`config.mk`:
```
export PLATFORM = sky130hd
export DESIGN_NAME = axis_pkt_arbiter
export DESIGN_NICKNAME = d
export VERILOG_FILES = /design/src/rtl/axis_pkt_arbiter_pkg.sv /design/src/rtl/axis_pkt_arbiter.sv
export SDC_FILE = /design/constraint.sdc
export NUM_CORES = 1
export LEC_CHECK = 0
export CELL_PAD_IN_SITES_DETAIL_PLACEMENT = 0
export CELL_PAD_IN_SITES_GLOBAL_PLACEMENT = 1
export CORE_UTILIZATION = 17
export CTS_BUF_LIST = sky130_fd_sc_hd__clkbuf_4 sky130_fd_sc_hd__clkbuf_8
export DETAILED_ROUTE_END_ITERATION = 7
export PLACE_DENSITY = 0.87
export SLEW_MARGIN = 20
export SYNTH_ARGS = -nofsm -noshare
export SYNTH_HDL_FRONTEND = slang
export SYNTH_SLANG_ARGS = --single-unit
```
`constraint.sdc`:
```
create_clock -name clock -period 1.5 [get_ports clock]
set_input_delay 0.225 -clock clock [delete_from_list [all_inputs] [get_ports clock]]
set_output_delay 0.225 -clock clock [all_outputs]
set_load 0.005 [all_outputs]
```
`src/rtl/axis_pkt_arbiter_pkg.sv`:
```
// Shared definitions for the two-requester AXI-Stream packet arbiter:
// FSM state encoding and the default USB high-speed bulk max packet size.
package axis_pkt_arbiter_pkg;

  // Arbiter FSM states: idle/arbitrating, or locked onto requester 0 or 1.
  typedef enum logic [1:0] {
    ST_IDLE = 2'd0,
    ST_SEL0 = 2'd1,
    ST_SEL1 = 2'd2
  } state_t;

  // USB 2.0 high-speed bulk endpoint max packet size, in beats.
  localparam int HS_BULK_MAX_PKT = 512;

endpackage

```
`src/rtl/axis_pkt_arbiter.sv`:
```
// Two-input AXI-Stream packet arbiter feeding a USB bulk-IN endpoint.
// Round-robin grant per packet, held until the output tlast handshake;
// the 2:1 stream mux is purely combinational once a requester is granted.
// Optional macro PKT_SPLIT_EN: split long source packets into MAX_PKT-beat
// output packets, each split point re-arbitrating like a real end of packet.
module axis_pkt_arbiter
  import axis_pkt_arbiter_pkg::*;
#(
  parameter int WIDTH   = 8,
  parameter int MAX_PKT = HS_BULK_MAX_PKT
) (
  input  logic             clock,
  input  logic             reset_n,
  input  logic             configured_i,
  input  logic             s0_tvalid_i,
  output logic             s0_tready_o,
  input  logic             s0_tlast_i,
  input  logic [WIDTH-1:0] s0_tdata_i,
  input  logic             s1_tvalid_i,
  output logic             s1_tready_o,
  input  logic             s1_tlast_i,
  input  logic [WIDTH-1:0] s1_tdata_i,
  output logic             m_axis_tvalid_o,
  input  logic             m_axis_tready_i,
  output logic             m_axis_tlast_o,
  output logic [WIDTH-1:0] m_axis_tdata_o,
  output logic [1:0]       grant_o,
  output logic             busy_o
);

  // A split point needs at least two beats per packet to be meaningful.
  if (MAX_PKT < 2) begin : g_max_pkt_check
    $error("axis_pkt_arbiter: MAX_PKT must be at least 2");
  end

  state_t state_q, state_d;
  logic   last_q, last_d;  // index of the requester that owned the last packet
  logic   src_last;        // tlast of the selected source
  logic   handshake;
  logic   end_of_pkt;

`ifdef PKT_SPLIT_EN
  localparam int               CNT_W    = $clog2(MAX_PKT) + 1;
  localparam logic [CNT_W-1:0] SPLIT_AT = CNT_W'(MAX_PKT - 1);

  logic [CNT_W-1:0] beat_cnt_q;

  // Beats accepted in the current output packet; parked at zero while idle,
  // so it is already clear on every entry to SEL0/SEL1.
  always_ff @(posedge clock) begin
    if (!reset_n || state_q == ST_IDLE) begin
      beat_cnt_q <= '0;
    end else if (handshake) begin
      beat_cnt_q <= beat_cnt_q + 1'b1;
    end
  end

  // Output tlast: source end of packet, or the MAX_PKT-th beat.
  always_comb begin
    m_axis_tlast_o = (state_q != ST_IDLE) && (src_last || beat_cnt_q == SPLIT_AT);
  end
`else
  // Output tlast passes straight through from the selected source.
  always_comb begin
    m_axis_tlast_o = src_last;
  end
`endif

  // 2:1 stream mux and grant decode, driven purely by the registered state.
  always_comb begin
    // NOTE: every output gets a default first so no path leaves a latch.
    s0_tready_o     = 1'b0;
    s1_tready_o     = 1'b0;
    m_axis_tvalid_o = 1'b0;
    m_axis_tdata_o  = '0;
    src_last        = 1'b0;
    grant_o         = 2'b00;
    case (state_q)
      ST_SEL0: begin
        m_axis_tvalid_o = s0_tvalid_i;
        m_axis_tdata_o  = s0_tdata_i;
        src_last        = s0_tlast_i;
        s0_tready_o     = m_axis_tready_i;
        grant_o         = 2'b01;
      end
      ST_SEL1: begin
        m_axis_tvalid_o = s1_tvalid_i;
        m_axis_tdata_o  = s1_tdata_i;
        src_last        = s1_tlast_i;
        s1_tready_o     = m_axis_tready_i;
        grant_o         = 2'b10;
      end
      default: ;
    endcase
  end

  assign handshake  = m_axis_tvalid_o & m_axis_tready_i;
  assign end_of_pkt = handshake & m_axis_tlast_o;
  assign busy_o     = (state_q != ST_IDLE);

  // Next-state logic: round-robin grant from IDLE, hold until end of packet.
  always_comb begin
    state_d = state_q;
    last_d  = last_q;
    case (state_q)
      ST_IDLE: begin
        if (configured_i) begin
          if (s0_tvalid_i && s1_tvalid_i) begin
            state_d = last_q ? ST_SEL0 : ST_SEL1;
          end else if (s0_tvalid_i) begin
            state_d = ST_SEL0;
          end else if (s1_tvalid_i) begin
            state_d = ST_SEL1;
          end
        end
      end
      ST_SEL0: begin
        if (end_of_pkt) begin
          state_d = ST_IDLE;
          last_d  = 1'b0;
        end
      end
      ST_SEL1: begin
        if (end_of_pkt) begin
          state_d = ST_IDLE;
          last_d  = 1'b1;
        end
      end
      default: state_d = ST_IDLE;
    endcase
  end

  // State and last-owner registers; reset makes requester 0 win the first tie.
  always_ff @(posedge clock) begin
    // NOTE: sequential state uses non-blocking assignments only.
    if (!reset_n) begin
      state_q <= ST_IDLE;
      last_q  <= 1'b1;
    end else begin
      state_q <= state_d;
      last_q  <= last_d;
    end
  end

endmodule
```
; Word-level counts from Yosys, hierarchy flattened
; Index checks and enable logic that the tools add are counted.
[totals]
regBits = 3
inputBits = 24
out_inout_bits = 15
elab_cells = 34
[op_classes]
eq_ne = 7
muxes = 16
bitwise = 2
n_reduce_logical = 7
[ops]
columns = op, n
row1 = one-hot mux 8 bit (2 select lines), 1
row2 = two-way mux 2 bit, 6
row3 = one-hot mux 2 bit (2 select lines), 2
row4 = inequality test 2 bit (second input constant), 3
row5 = one-hot mux 1 bit (2 select lines), 3
row6 = AND reduction 3 bit, 2
row7 = two-way mux 1 bit, 4
row8 = inequality test 4 bit (second input constant), 1
row9 = nonzero test 2 bit, 2
row10 = bitwise AND 1 bit, 2
row11 = equality test 2 x 1 -> 1 bit (second input constant), 1
row12 = equality test 2 bit (second input constant), 1
row13 = logical NOT 2 bit, 1
row14 = inequality test 2 x 1 -> 1 bit (second input constant), 1
row15 = OR reduction 2 bit, 1
row16 = logical AND 1 bit, 1

; Depth between registers and ports, before layout
; Gate-level depths: netlist (run 1).
[logic_depth]
ltp_word = 6
mapped_depth = 6
mapped_depth_nobuf = 6

; Least setup slack after synthesis (run 1)
; No wires, ideal clock.
[synth_path]
kind = register to register
start = reg state_q[0]
end = reg state_q[0]
setup_ps = 123
arrival_ps = 1291
t_required_ps = 1377
path_slack_ps = 86
path_stages_with_launch = 6
path_buffers = 0
synth_period_minus_slack_ps = 1414
cell_sequence = dfxtp_1 -> inv_1 -> ha_1 -> a21boi_1 -> a221o_1 -> mux2i_1
[synth_between]
elab_chain_cells = 6
elab_cells_between_ends = 13
cone_classes = 5 x eq/ne / 3 x mux / 2 x bitwise / 3 x reduce/logical
[synth_rtl]
columns = element, line_no
row1 = "start, declared", axis_pkt_arbiter.sv:36  ; state_t state_q, state_d;
row2 = "start signal, assigned", axis_pkt_arbiter.sv:140  ; state_q <= state_d;
row3 = equality test 2 bit / equality test 2 x 1 -> 1 bit (equally long branches), "axis_pkt_arbiter.sv:78, axis_pkt_arbiter.sv:105"
row4 = one-hot mux 1 bit (2 select lines), axis_pkt_arbiter.sv:78  ; case (state_q)
row5 = bitwise AND 1 bit, axis_pkt_arbiter.sv:97  ; assign handshake = m_axis_tvalid_o & m_axis_tready_i;
row6 = bitwise AND 1 bit, axis_pkt_arbiter.sv:98  ; assign end_of_pkt = handshake & m_axis_tlast_o;
row7 = inequality test 2 x 1 -> 1 bit (no source line), n/a
row8 = AND reduction 3 bit (no source line), n/a
; Parallel ways exist; a longest one is shown, timed or not.
; A chain may end at the register's enable or synchronous reset.

; Worst setup path after layout (run 1)
[layout_path]
start = reg state_q[0]
end = out m_axis_tdata_o[5]
[layout_between]
elab_chain_cells = 2
elab_cells_between_ends = 3
cone_classes = 2 x eq/ne / 1 x mux
[layout_rtl]
columns = element, line_no
row1 = equality test 2 bit / equality test 2 x 1 -> 1 bit (equally long branches), axis_pkt_arbiter.sv:78
row2 = one-hot mux 8 bit (2 select lines) *, axis_pkt_arbiter.sv:78
row3 = "end, declared", axis_pkt_arbiter.sv:26  ; output logic [WIDTH-1:0] m_axis_tdata_o,
; Every way passes the cells marked *; elsewhere a longest branch is shown, timed or not.

==> impl_metrics.prom, run 1 <==
# TYPE chip_impl_metric gauge
chip_impl_metric{name="synth_area_per_cell",unit="um^2"} 7.65
chip_impl_info{name="failing_checks",value="setup timing"} 1
chip_impl_info{name="crit_path_cell_trace",value="buf_6 -> ha_4 -> buf_12 -> buf_16 -> a22oi_2 -> nor2b_1 -> buf_2"} 1
chip_impl_metric{name="avgViaCountPerCell",unit=""} 4.59
chip_impl_metric{name="sw_frac_of_total",unit=""} 0.349
chip_impl_metric{name="finalSetupViolCount",unit=""} 13
chip_impl_metric{name="clock_transition_time_at_the_flip_flop_clock_pins_of_the_worst_setup_and_hold_paths",unit="ns"} 0.04
chip_impl_metric{name="coreArea",unit="um^2"} 2210
chip_impl_metric{name="mappedNetlistNets",unit=""} 81
chip_impl_metric{name="pwr-share-clk",unit=""} 0.073
chip_impl_metric{name="clock_insertion_delay_worst_skew",unit="ns"} 0.24
chip_impl_metric{name="finalWirelength",unit="mm"} 1.85
chip_impl_metric{name="slowest_delay",unit="ns"} 0.35
chip_impl_metric{name="max_frequency",unit="MHz"} 603
chip_impl_metric{name="io_buffer_count",unit=""} 38
chip_impl_metric{name="total_switching_power",unit="uW"} 789
chip_impl_metric{name="postRouteAntennaNets",unit=""} 0
chip_impl_metric{name="synth-warning-count",unit=""} 0
chip_impl_metric{name="multi_input_area",unit="um^2"} 395
chip_impl_metric{name="area.sequential",unit="um^2"} 67.6
chip_impl_metric{name="fin_worst_skew",unit="ns"} 0.000362
chip_impl_info{name="layout.cells.most_common",value="sky130_fd_sc_hd__clkdlybuf4s50_1"} 1
chip_impl_metric{name="worst_path_maximum_fanout",unit=""} 4
chip_impl_info{name="crit_slowest_cell",value="sky130_fd_sc_hd__dfxtp_4"} 1
chip_impl_metric{name="floorplan.io_pins",unit=""} 39
chip_impl_metric{name="synth.ff_latch_count",unit=""} 3
chip_impl_metric{name="largest_net_degree_at_the_start_of_global_routing",unit=""} 6
chip_impl_metric{name="first_pass_iters",unit=""} 4
chip_impl_metric{name="drv_slew",unit=""} 0
chip_impl_metric{name="synth.lib_cells_used.distinct",unit=""} 17
chip_impl_metric{name="final_cycle_share",unit=""} 1.11
chip_impl_metric{name="die_height",unit="um"} 50.4
chip_impl_info{name="cts.root.buffer_cell",value="sky130_fd_sc_hd__clkbuf_4"} 1
chip_impl_metric{name="place_ws",unit="ns"} -0.274
chip_impl_metric{name="cp.required",unit="ns"} 1.27
chip_impl_metric{name="cts-htree-levels",unit=""} 1
chip_impl_metric{name="cp.buffers_inverters",unit=""} 4
chip_impl_metric{name="global_route.usage.total",unit=""} 0.158
chip_impl_metric{name="vdd_ir_max",unit="mV"} 0.896
chip_impl_metric{name="via_count_of_the_first_global_routing_pass",unit=""} 647
chip_impl_metric{name="vias",unit=""} 643
chip_impl_metric{name="pwr_density_cell",unit="nW/um^2"} 2020
chip_impl_metric{name="setup_slack",unit="ns"} -0.159
chip_impl_metric{name="timing.final.hold_violations",unit=""} 0
chip_impl_info{name="setup_repair_after_global_routing_missed_its_margin",value="yes"} 1
chip_impl_metric{name="wl_per_cell",unit="um"} 13.2
chip_impl_metric{name="remaining_drc_errors",unit=""} 0
chip_impl_info{name="outcome",value="finished, violations left"} 1
chip_impl_metric{name="drv_cap",unit=""} 0
chip_impl_metric{name="final_period_minus_worst_setup_slack",unit="ns"} 1.66
chip_impl_metric{name="cellLeakagePower",unit="uW"} 0.000479
chip_impl_metric{name="fin_util",unit=""} 0.505
chip_impl_metric{name="seqPwrFrac",unit=""} 0.077
chip_impl_metric{name="cts.sink_count",unit=""} 3
chip_impl_metric{name="die_area",unit="um^2"} 2540
chip_impl_info{name="worstHoldPathType",value="flip-flop to flip-flop"} 1
chip_impl_metric{name="wire_length_of_the_first_global_routing_pass",unit="mm"} 2.95
chip_impl_metric{name="netlist_area_before_placement",unit="um^2"} 398
chip_impl_info{name="cpLargestDelayFamily",value="buffers and inverters"} 1
chip_impl_metric{name="floorplan.die.width",unit="um"} 50.4
chip_impl_metric{name="postSynthCellCount",unit=""} 52
chip_impl_info{name="critical_path.endpoint_type",value="primary output"} 1
chip_impl_metric{name="nNetsFinal",unit=""} 142
chip_impl_metric{name="detail_route.iter0.violations",unit=""} 11
chip_impl_metric{name="deepest_clock_path_buffer_count",unit=""} 2
chip_impl_metric{name="fin_total_pwr",unit="uW"} 2260
chip_impl_metric{name="final_layout_size_suffix_gt1_frac",unit=""} 0.500
chip_impl_metric{name="antenna_cells",unit=""} 0
chip_impl_info{name="start_kind",value="flip-flop"} 1
chip_impl_metric{name="power.internal",unit="uW"} 1470
chip_impl_metric{name="layout.filler_cells",unit=""} 224
chip_impl_info{name="layout_common_cells",value="sky130_fd_sc_hd__clkdlybuf4s50_1, sky130_fd_sc_hd__buf_2, sky130_fd_sc_hd__buf_4"} 1
chip_impl_metric{name="cts_inserted_buffers",unit=""} 3
chip_impl_metric{name="globalplace.congestion",unit=""} 0.702
chip_impl_metric{name="slew_headroom",unit=""} 0.882
chip_impl_metric{name="grt_antenna_before_repair",unit=""} 0
chip_impl_metric{name="comb_power_share",unit=""} 0.849
chip_impl_metric{name="globalRoute.totalOverflow",unit=""} 0
chip_impl_metric{name="floorplan.initialDensity",unit=""} 0.180
chip_impl_metric{name="slew_at_the_pin_closest_to_its_max_slew_limit",unit="ns"} 0.175
chip_impl_metric{name="yosysSeqAreaShare",unit=""} 0.151
chip_impl_metric{name="placement_rows",unit=""} 17
chip_impl_metric{name="area_growth",unit="%"} 181
chip_impl_metric{name="critPathArrivalTime",unit="ns"} 1.43
chip_impl_info{name="setup.worst_path.class",value="flip-flop to primary output"} 1
chip_impl_info{name="cts_tree",value="built"} 1
-- tightest hold or removal path, delay by kind of cell, from the launching register on --
kind / cells / cell delay, ns
AO/OA/AOI/OAI: 2 / 0.15
flip-flops: 1 / 0.33
-- cells in the mapped netlist (all sizes together) --
library cell  n  share of area
mux2i         2          0.050
dfxtp         3           0.15
nor2b         9           0.14
nand3         1          0.013
a21boi        1          0.019
o21ai         3          0.038
a22o          1          0.022
and2          3          0.047
ha            5           0.16
a221o         1          0.025
nand4b        1          0.022
inv           6          0.057
o211ai        1          0.019
o2111ai       1          0.022
clkbuf        3          0.028
nand2         2          0.019
a22oi         9           0.17
-- logic make-up after synthesis --
family	share of synthesized area
AOI/OAI and AO/OA	0.314
and+or+nand+nor	0.242
buffers and inverters	0.0849
adders and majority gates	0.157
DFF	0.151
muxes	0.0503
-- flip-flops by register name, summed over array words and instances, names as in the netlist --
| register | cells |
|---|---|
| last_q | 1 |
| state_q | 2 |
-- worst paths after layout --
kind | from | depth (start not counted) | endpoint | slack, ns
worst min-delay path | last_q | 2 | last_q | 0.52
worst min register to register | last_q | 2 | last_q | 0.52
worst max-delay path | state_q[0] | 7 | m_axis_tdata_o[5] | -0.16
worst max register to register | state_q[0] | 7 | state_q[0] | -0.08
-- power by group through the flow --
stage	Sequential (uW)	Clock [uW]	Combinational, uW
4_1_cts	173	173	1830
2_1_floorplan	134	0	593
3_3_place_gp	131	0	1180
6_report	175	166	1920
3_5_place_dp	132	0	1200
5_1_grt	178	181	2050
-- final cells by class --
cell class,instances,share of cell area
Tap cell,28,0.0314
Multi-Input combinational cell,40,0.354
Inverter,6,0.0246
Clock buffer,4,0.0269
Timing Repair Buffer,59,0.503
Sequential cell,3,0.0605
-- layer usage --
| metal | vias to the layer above | wire [um] | global-route usage |
|---|---|---|---|
| met5 | - | 0 | 0 |
| met4 | 0 | 27 | 0.0694 |
| met3 | 4 | 124 | 0.0455 |
| met2 | 25 | 1030 | 0.280 |
| met1 | 307 | 674 | 0.171 |
| li1 | 307 | - | - |
-- metrics by stage --
step	hold WS [ns]	TNS (ns)	instance area, um^2	std cells
3_5_place_dp	0.512	-3.21	892	127
6_report	0.521	-0.981	1120	140
3_3_place_gp	0.511	-3.00	892	127
2_1_floorplan	0.314	0	398	52
4_1_cts	0.517	-0.836	1100	140
5_1_grt	0.569	-1.70	1120	140
-- what timing repair did --
item	CTS	global route
pin swaps	16	6
hold buffers	0	0
cloned	2	0
endpoints found under the hold margin	0	0
endpoints found under the setup margin	18	14
resized for setup	84	4
setup buffers	8	0
No activity file was read; power rests on OpenSTA's default activity.
==> run 2: changes to the inputs <==
--- a/config.mk
+++ b/config.mk
@@ -9,6 +9,7 @@
 export CELL_PAD_IN_SITES_GLOBAL_PLACEMENT = 1
 export CORE_UTILIZATION = 17
 export CTS_BUF_LIST = sky130_fd_sc_hd__clkbuf_4 sky130_fd_sc_hd__clkbuf_8
+export CTS_CLUSTER_DIAMETER = 100
 export DETAILED_ROUTE_END_ITERATION = 7
 export PLACE_DENSITY = 0.87
 export SLEW_MARGIN = 20
==> results of run 2 <==
The final DEF is identical to that of run 1; final timing and power are the same.
==> run 3: changes to the inputs <==
--- a/config.mk
+++ b/config.mk
@@ -7,6 +7,7 @@
 export LEC_CHECK = 0
 export CELL_PAD_IN_SITES_DETAIL_PLACEMENT = 0
 export CELL_PAD_IN_SITES_GLOBAL_PLACEMENT = 1
+export CORE_ASPECT_RATIO = 1.4
 export CORE_UTILIZATION = 17
 export CTS_BUF_LIST = sky130_fd_sc_hd__clkbuf_4 sky130_fd_sc_hd__clkbuf_8
 export CTS_CLUSTER_DIAMETER = 100
==> run 3 against run 2 <==
Compared with the run above: the flow still finishes with violations (setup timing); cell count decreased by 6.4%; hold slack improved by 0.048 ns; wire length fell by 15%; final area fell by 8.6%; largest power group unchanged; clock skew grew 0.0071 ns; register-to-register slack hardly changed; clock power increased by 7%; largest cell class unchanged; via count is 3.9% lower; core utilization shrank 4.1 points.
==> impl_metrics.prom, run 3 (synthesis results as in run 1) <==
# TYPE chip_impl_metric gauge
chip_impl_metric{name="place_ws",unit="ns"} -0.361
chip_impl_metric{name="placement_rows",unit=""} 20
chip_impl_info{name="layout.cells.most_common",value="sky130_fd_sc_hd__clkdlybuf4s50_1"} 1
chip_impl_metric{name="finalWirelength",unit="mm"} 1.58
chip_impl_metric{name="largest_net_degree_at_the_start_of_global_routing",unit=""} 12
chip_impl_info{name="outcome",value="finished, violations left"} 1
chip_impl_metric{name="final_cell_count_no_fill",unit=""} 131
chip_impl_metric{name="cellLeakagePower",unit="uW"} 0.000432
chip_impl_info{name="crit_start",value="state_q[0]"} 1
chip_impl_metric{name="pwr_density_cell",unit="nW/um^2"} 1830
chip_impl_metric{name="detail_route.iter0.violations",unit=""} 15
chip_impl_metric{name="via_count_of_the_first_global_routing_pass",unit=""} 654
chip_impl_metric{name="first_pass_iters",unit=""} 4
chip_impl_metric{name="globalplace.congestion",unit=""} 0.759
chip_impl_metric{name="vias",unit=""} 618
chip_impl_info{name="top_regs",value="state_q: 2 flops, last_q: 1 flops"} 1
chip_impl_metric{name="nNetsFinal",unit=""} 139
chip_impl_metric{name="wire_length_of_the_first_global_routing_pass",unit="mm"} 2.68
chip_impl_metric{name="reg2reg_slack",unit="ns"} -0.07
chip_impl_metric{name="worst_path_maximum_fanout",unit=""} 4
chip_impl_metric{name="slew_at_the_pin_closest_to_its_max_slew_limit",unit="ns"} 0.190
chip_impl_metric{name="timing.final.hold_violations",unit=""} 0
chip_impl_metric{name="drv_cap",unit=""} 0
chip_impl_metric{name="fin_total_pwr",unit="uW"} 1870
chip_impl_metric{name="placed_cells_incl_taps",unit=""} 121
chip_impl_info{name="setup.worst_path.class",value="flip-flop to flip-flop"} 1
chip_impl_metric{name="clock_insertion_delay_worst_skew",unit="ns"} 0.25
chip_impl_info{name="rr_endpoint",value="state_q[1]"} 1
chip_impl_metric{name="wl_per_cell",unit="um"} 12.0
chip_impl_info{name="worstHoldPathType",value="flip-flop to flip-flop"} 1
chip_impl_metric{name="area_growth",unit="%"} 157
chip_impl_metric{name="antenna_cells",unit=""} 0
chip_impl_info{name="cts.root.buffer_cell",value="sky130_fd_sc_hd__clkbuf_4"} 1
chip_impl_info{name="failing_checks",value="setup timing"} 1
chip_impl_info{name="rr_startpoint",value="state_q[0]"} 1
chip_impl_metric{name="reg2reg_depth",unit=""} 7
chip_impl_metric{name="die_height",unit="um"} 59.2
chip_impl_metric{name="dp_hpwl",unit="mm"} 1.14
chip_impl_info{name="register_ranked_first_by_flip_flop_count",value="state_q"} 1
chip_impl_info{name="critical_path.endpoint_type",value="flip-flop"} 1
chip_impl_metric{name="cp.required",unit="ns"} 1.63
chip_impl_metric{name="fin_util",unit=""} 0.464
chip_impl_metric{name="slew_headroom",unit=""} 0.873
chip_impl_metric{name="timing.setup.tns",unit="ns"} -0.650
chip_impl_metric{name="coreArea",unit="um^2"} 2200
chip_impl_metric{name="largest_register_ff_count",unit=""} 2
chip_impl_info{name="setup_repair_after_global_routing_missed_its_margin",value="yes"} 1
chip_impl_metric{name="remaining_drc_errors",unit=""} 0
chip_impl_metric{name="clock_transition_time_at_the_flip_flop_clock_pins_of_the_worst_setup_and_hold_paths",unit="ns"} 0.05
chip_impl_metric{name="final_cycle_share",unit=""} 1.05
chip_impl_metric{name="vdd_ir_max",unit="mV"} 0.977
chip_impl_metric{name="floorplan.io_pins",unit=""} 39
chip_impl_info{name="cts_tree",value="built"} 1
chip_impl_metric{name="postRouteAntennaNets",unit=""} 0
chip_impl_metric{name="drv_slew",unit=""} 0
chip_impl_metric{name="avgViaCountPerCell",unit=""} 4.72
chip_impl_info{name="worst_setup_path_endpoint",value="state_q[1]"} 1
chip_impl_info{name="start_kind",value="flip-flop"} 1
chip_impl_metric{name="die_area",unit="um^2"} 2540
chip_impl_metric{name="final_layout_size_suffix_gt1_frac",unit=""} 0.505
chip_impl_metric{name="final_period_minus_worst_setup_slack",unit="ns"} 1.57
chip_impl_metric{name="cts.sink_count",unit=""} 3
chip_impl_metric{name="finalSetupViolCount",unit=""} 14
chip_impl_metric{name="globalRoute.totalOverflow",unit=""} 0
chip_impl_metric{name="io_buffer_count",unit=""} 38
chip_impl_metric{name="critPathArrivalTime",unit="ns"} 1.70
chip_impl_metric{name="cts_inserted_buffers",unit=""} 3
chip_impl_metric{name="floorplan.initialDensity",unit=""} 0.181
chip_impl_metric{name="cts_hold_buffers",unit=""} 0
chip_impl_metric{name="deepest_clock_path_buffer_count",unit=""} 2
chip_impl_metric{name="cts-htree-levels",unit=""} 1
chip_impl_metric{name="global_route.usage.total",unit=""} 0.137
chip_impl_metric{name="grt_antenna_before_repair",unit=""} 0
chip_impl_metric{name="floorplan.die.width",unit="um"} 42.9
chip_impl_metric{name="max_frequency",unit="MHz"} 637
chip_impl_info{name="layout_common_cells",value="sky130_fd_sc_hd__clkdlybuf4s50_1, sky130_fd_sc_hd__buf_4, sky130_fd_sc_hd__buf_2"} 1
chip_impl_metric{name="fin_worst_skew",unit="ns"} 0.00745
chip_impl_metric{name="setup_slack",unit="ns"} -0.0710
==> run 3: changes by cell type in the layout (fill, tap and decap cells not counted), sizes merged <==
cell,delta
buf,-2
bufbuf,-1
clkbuf,+2
dlygate4sd2,-2
==> run 3: through the flow <==
step / cell area, um^2 / hold WS [ns]
final: 1020 / 0.569
after floorplan: 398 / 0.314
after global placement: 885 / 0.488
after CTS: 990 / 0.561
after global routing: 1020 / 0.615
after detailed placement: 885 / 0.508
==> run 3: repair_timing <==
action                                  CTS  global route
endpoints found under the setup margin   18            14
resized for setup                        80             9
gates cloned                              0             0
pin swaps                                 9             8
buffers inserted                          4             2
==> run 3: how the worst min path moves through the flow <==
stage,start,depth (start not counted),endpoint
6_report,last_q,2,last_q
5_1_grt,last_q,2,last_q
4_1_cts,last_q,2,last_q
3_5_place_dp,state_q[0],2,state_q[0]
3_3_place_gp,state_q[0],2,state_q[0]
2_1_floorplan,reset_n,1,last_q
==> run 3: layout make-up <==
class | count | area (um^2)
timing repair buffer | 56 | 473
fill | 221 | 1180
sequential | 3 | 67.6
tap | 22 | 27.5
clock buffer | 4 | 30.0
inverter | 6 | 27.5
multi-input combinational | 40 | 395
==> run 3: critical path: stages, from the launching register on <==
cell	delay [ns]
sky130_fd_sc_hd__dfxtp_4	0.36
sky130_fd_sc_hd__inv_4	0.08
sky130_fd_sc_hd__ha_4	0.17
sky130_fd_sc_hd__buf_6	0.10
sky130_fd_sc_hd__a22oi_2	0.07
sky130_fd_sc_hd__buf_4	0.14
sky130_fd_sc_hd__a221o_1	0.39
sky130_fd_sc_hd__mux2i_1	0.14
==> run 3: layer usage <==
| metal | global-route usage | routed length, um | up-vias |
|---|---|---|---|
| met5 | 0 | 0 | - |
| met4 | 0.0670 | 23 | 0 |
| met3 | 0.0305 | 115 | 2 |
| met2 | 0.268 | 848 | 33 |
| met1 | 0.131 | 589 | 281 |
| li1 | - | - | 302 |
==> run 3: report_power, final <==
group	leakage, uW	total [uW]	switching, uW	internal, uW
clock	0.0000184	177	58.4	119
combinational	0.000388	1520	602	914
sequential	0.0000259	178	50.1	128
total	0.000432	1870	711	1160
